==> src/rtl/output_argmax.sv <==
// rtl/output_argmax.sv - signed argmax scan over one store-bank region
// Walks NUM_CLASSES entries via o_rd_sel, one per cycle, and reports the winning class.
module output_argmax #(
  parameter int DATA_W      = 8,
  parameter int NUM_CLASSES = 10,
  parameter int BASE        = 10,
  parameter int IDX_W       = 4
) (
  input  logic              i_clk,
  input  logic              i_rst,
  input  logic              i_start,
  output logic [31:0]       o_rd_sel,
  input  logic [DATA_W-1:0] i_rd_data,
  output logic              o_busy,
  output logic              o_done,
  output logic [IDX_W-1:0]  o_class_idx,
  output logic [DATA_W-1:0] o_class_val
);

  typedef enum logic [1:0] {
    S_IDLE,
    S_SCAN,
    S_DONE
  } state_t;

  state_t r_state;
  state_t w_next_state;

  logic [IDX_W-1:0]  r_cnt;
  logic [IDX_W-1:0]  r_best_idx;
  logic [DATA_W-1:0] r_best_val;
  logic [IDX_W-1:0]  r_class_idx;
  logic [DATA_W-1:0] r_class_val;

  logic              w_last;
  logic              w_take;
  logic [IDX_W-1:0]  w_cand_idx;
  logic [DATA_W-1:0] w_cand_val;

  assign w_last = (r_cnt == IDX_W'(NUM_CLASSES - 1));
  // Entry 0 seeds the running best, so the reset value of best never competes.
  assign w_take     = (r_cnt == '0) || ($signed(i_rd_data) > $signed(r_best_val));
  assign w_cand_idx = w_take ? r_cnt : r_best_idx;
  assign w_cand_val = w_take ? i_rd_data : r_best_val;

  always_ff @(posedge i_clk or posedge i_rst) begin
    if (i_rst) begin
      r_state <= S_IDLE;
    end else begin
      r_state <= w_next_state;
    end
  end

  always_comb begin
    w_next_state = r_state;
    case (r_state)
      S_IDLE:  if (i_start) w_next_state = S_SCAN;
      S_SCAN:  if (w_last) w_next_state = S_DONE;
      S_DONE:  w_next_state = S_IDLE;
      default: w_next_state = S_IDLE;
    endcase
  end

  always_ff @(posedge i_clk or posedge i_rst) begin
    if (i_rst) begin
      r_cnt       <= '0;
      r_best_idx  <= '0;
      r_best_val  <= '0;
      r_class_idx <= '0;
      r_class_val <= '0;
    end else begin
      case (r_state)
        S_SCAN: begin
          r_best_idx <= w_cand_idx;
          r_best_val <= w_cand_val;
          if (w_last) begin
            r_cnt       <= '0;
            r_class_idx <= w_cand_idx;
            r_class_val <= w_cand_val;
          end else begin
            r_cnt <= r_cnt + 1'b1;
          end
        end
        default: r_cnt <= '0;
      endcase
    end
  end

  assign o_rd_sel    = 32'(BASE) + 32'(r_cnt);
  assign o_busy      = (r_state != S_IDLE);
  assign o_done      = (r_state == S_DONE);
  assign o_class_idx = r_class_idx;
  assign o_class_val = r_class_val;

endmodule

==> config.mk <==
export PLATFORM = sky130hd
export DESIGN_NAME = output_argmax
export DESIGN_NICKNAME = d
export VERILOG_FILES = /design/src/rtl/output_argmax.sv
export SDC_FILE = /design/constraint.sdc
export NUM_CORES = 1
export LEC_CHECK = 0
export ABC_CLOCK_PERIOD_IN_PS = 6400
export CAP_MARGIN = 20
export CELL_PAD_IN_SITES_DETAIL_PLACEMENT = 1
export CELL_PAD_IN_SITES_GLOBAL_PLACEMENT = 1
export CORE_ASPECT_RATIO = 1.5
export CORE_MARGIN = 10
export CORE_UTILIZATION = 45
export DETAILED_ROUTE_END_ITERATION = 16
export DONT_BUFFER_PORTS = 1
export PLACE_DENSITY = 0.85
export SYNTH_ARGS = -nofsm -noshare
export SYNTH_HDL_FRONTEND = slang
export SYNTH_SLANG_ARGS = --single-unit
==> constraint.sdc <==
create_clock -name i_clk -period 6.4 [get_ports i_clk]
set_input_delay 0.32 -clock i_clk [delete_from_list [all_inputs] [get_ports i_clk]]
set_output_delay 0.32 -clock i_clk [all_outputs]
set_load 0.005 [all_outputs]
==> reports/metrics.cfg <==
[outcome]
status = complete, no violations

[pwr]
p_int_mw = 0.570
p_sw_share_pct = 40.3
p_sw_mw = 0.384
ir_worst_vdd_v = 0.000279
comb_power_share_pct = 42.7
cellPowerDensity_nw_per_um2 = 511
total_power_mw = 0.954
clkPwrFrac_pct = 18.5
p_leak_nw = 0.914
seqPwrFrac_pct = 38.7

[cts]
clock-root-buffer = clkbuf_8
cts-buffers-inserted = 5
insertion_delay_ns = 0.28
cts_tree = done
postCtsResizedCells = 0
cts_num_sinks = 30
ctsHoldBuffers = 0
cts.clk_slew.worst_paths_ns = 0.06
cts_setup_buffers = 0
clock_path_buffers = 2
ctsHtreeMaxLevel = 2

[sta]
fin_crit_ns = 2.64
rsz0062_at_grt = false
final.setup_skew_ns = 0.00332
finalHoldViolCount = 0
setup_viol = 0
finalCritPeriodShare_pct = 41.3
setup_tns_ns = 0
fmax_mhz = 379
drv_slew = 0
worstMarginPinSlew_ns = 0.983
timing.slew.headroom_pct = 34.5

[final_layout]
n_antenna_cell = 0
nNetsFinal = 211
areaGrowthSynthToFinish_pct = 1.29
final_cells = 234
stdcell_area_um2 = 1870
final_util_pct = 47.2
drive_above_1_share_pct = 13.2

[logic_synthesis]
syn_avg_cell_area_um2 = 9.71
netlist_area_um2 = 1840
async_reset_ff_share_pct = 100
yosysUniqueCellTypes = 32
synth_common_cells = dfrtp_1, buf_4, nand2_1
synth_edf_count = 0
synth_cells = 190
yosysTopAreaCell = dfrtp_1
ys_seq_area_share_pct = 40.7
synth_top_area_share_pct = 40.7
yosysWarnings = 0
ys_ff_latch = 30
synth.most_common_cell = dfrtp_1
synth_area_leaders = dfrtp_1, buf_4, ha_1
synthFlopType = dfrtp_1

[drt]
drtIter0Drc = 17
drt_drc_violations_left = 0
antenna_left = 0
vias_per_cell = 5.44
via_count = 1274
wl_per_cell_um = 18.4
drtPass1Iterations = 4
wl_um = 4310

[floorplanning]
die_area_um2 = 7110
die_y_um = 98.4
floorplan.initialDensity_pct = 46.6
ios = 57
dieWidth_um = 72.3
rows = 28
core_um2 = 3960

[run]
maxCapViolations = 0

[place]
dpl.hpwl_um = 3270
gp_congestion = 0.774
post_dp_cell_area_um2 = 1760
dp.cells = 226
numPortBuffers = 0

[setup_path]
crit_chain = inv_1 -> ha_1 -> a21o_1 -> a2111oi_4 -> nor4_1 -> nor3_2 -> mux2_2
timing.critical_path.required_ns = 6.57
worstPathArrival_ns = 2.81
critPathLaunchType = flop
reg2reg_depth = 7
crit_slowest_cell = nor3_2
path_class = flop to flop
crit_path_end_kind = flop
worstPathMaxFanout = 12
max_stage_delay_ns = 0.70

[global_route]
grt_overflow = 0
first_global_vias = 1494
grt_use_total_pct = 12.5
antenna_found_initial = 0
grt_pass1_wl_um = 7280
grt_max_degree = 31

[min_path]
min_path_type = input pin to asynchronous set/reset pin

-- metrics by stage --
| step | hold slack (ns) | setup WS (ns) |
|---|---|---|
| CTS | 0.0104 | 3.72 |
| finish | 0.00186 | 3.76 |
| global placement | 0.308 | 3.79 |
| floorplan | 0.411 | 4.22 |
| detailed placement | 0.318 | 3.72 |
| global route | 0.0424 | 3.53 |
-- registers in the layout, summed over array words and instances, names as in the netlist --
name         count
o_class_val      8
r_best_val       8
o_class_idx      4
r_best_idx       4
r_cnt            4
r_state          2
-- placed cells by master, fill, tap and decap left out, drive strengths merged --
cell     Yosys  layout
conb         1      27
and3         1       1
nand2       15      15
or2          2       2
inv         14      14
ha          12      12
buf         32       2
o211ai      10      10
nand3b       1       1
a21oi        2       2
a211oi       1       1
nor2         7       7
clkbuf       5       8
nand2b       2       2
o21ai        4       4
nor3         3       3
xnor2        2       2
dfrtp       30      30
xor2         1       1
nor2b        4       4
nand4       11      11
nor4         1       1
mux2        10      10
a2111oi      1       1
nand3       11      11
a31oi        1       1
a32o         2       2
a21o         3       3
or3          1       1
-- path summary, 6_finish.rpt --
check,start,to,slack [ns]
setup / recovery,r_best_val[5],r_best_val[1],3.76
hold / removal,i_rst,o_class_idx[1],0.002
setup reg to reg,r_best_val[5],r_best_val[1],3.76
hold reg to reg,o_class_val[2],o_class_val[2],0.51
max in group asynchronous,i_rst,o_class_val[3],6.12
min in group i_clk,i_start,r_state[0],0.18
-- final cells by class --
cell class	count	area (um2)
clock buffers	8	110
fillers	476	2090
inverters	14	52.6
multi-input cells	135	883
flip-flops and latches	30	751
well taps	45	56.3
repair buffers	2	15.0
-- worst max-delay path, delay by kind of cell (launching register included) --
family,cells,cell delay (ns)
flip-flops,1,0.36
AND/OR/NAND/NOR,2,0.81
buffers and inverters,1,0.05
AO/OA/AOI/OAI,2,0.60
multiplexers,1,0.42
adder cells (fa/ha/maj),1,0.28
-- layer usage --
layer	track usage [%]	routed length, um
met2	22.2	2350
met5	0	0
met4	3.89	55
met1	12.7	1570
met3	5.27	329
-- power groups by stage --
stage	clock [mW]	sequential (mW)	combinational (mW)
6_report	0.177	0.370	0.407
5_1_grt	0.188	0.388	0.471
2_1_floorplan	0	0.341	0.365
4_1_cts	0.182	0.373	0.415
3_3_place_gp	0	0.371	0.390
3_5_place_dp	0	0.376	0.411
-- kinds of logic (layout without fill, tap and decap cells) --
group	after synthesis	in the layout	synth area share [%]
AO/OA/AOI/OAI	24	24	10.2
XOR/XNOR	3	3	1.42
adder cells (fa/ha/maj)	12	12	8.14
buffers and inverters	51	24	16.7
flip-flops	30	30	40.7
multiplexers	10	10	6.11
other	1	27	0.203
AND/OR/NAND/NOR	59	59	16.5
(Power assumes the default switching activity.)
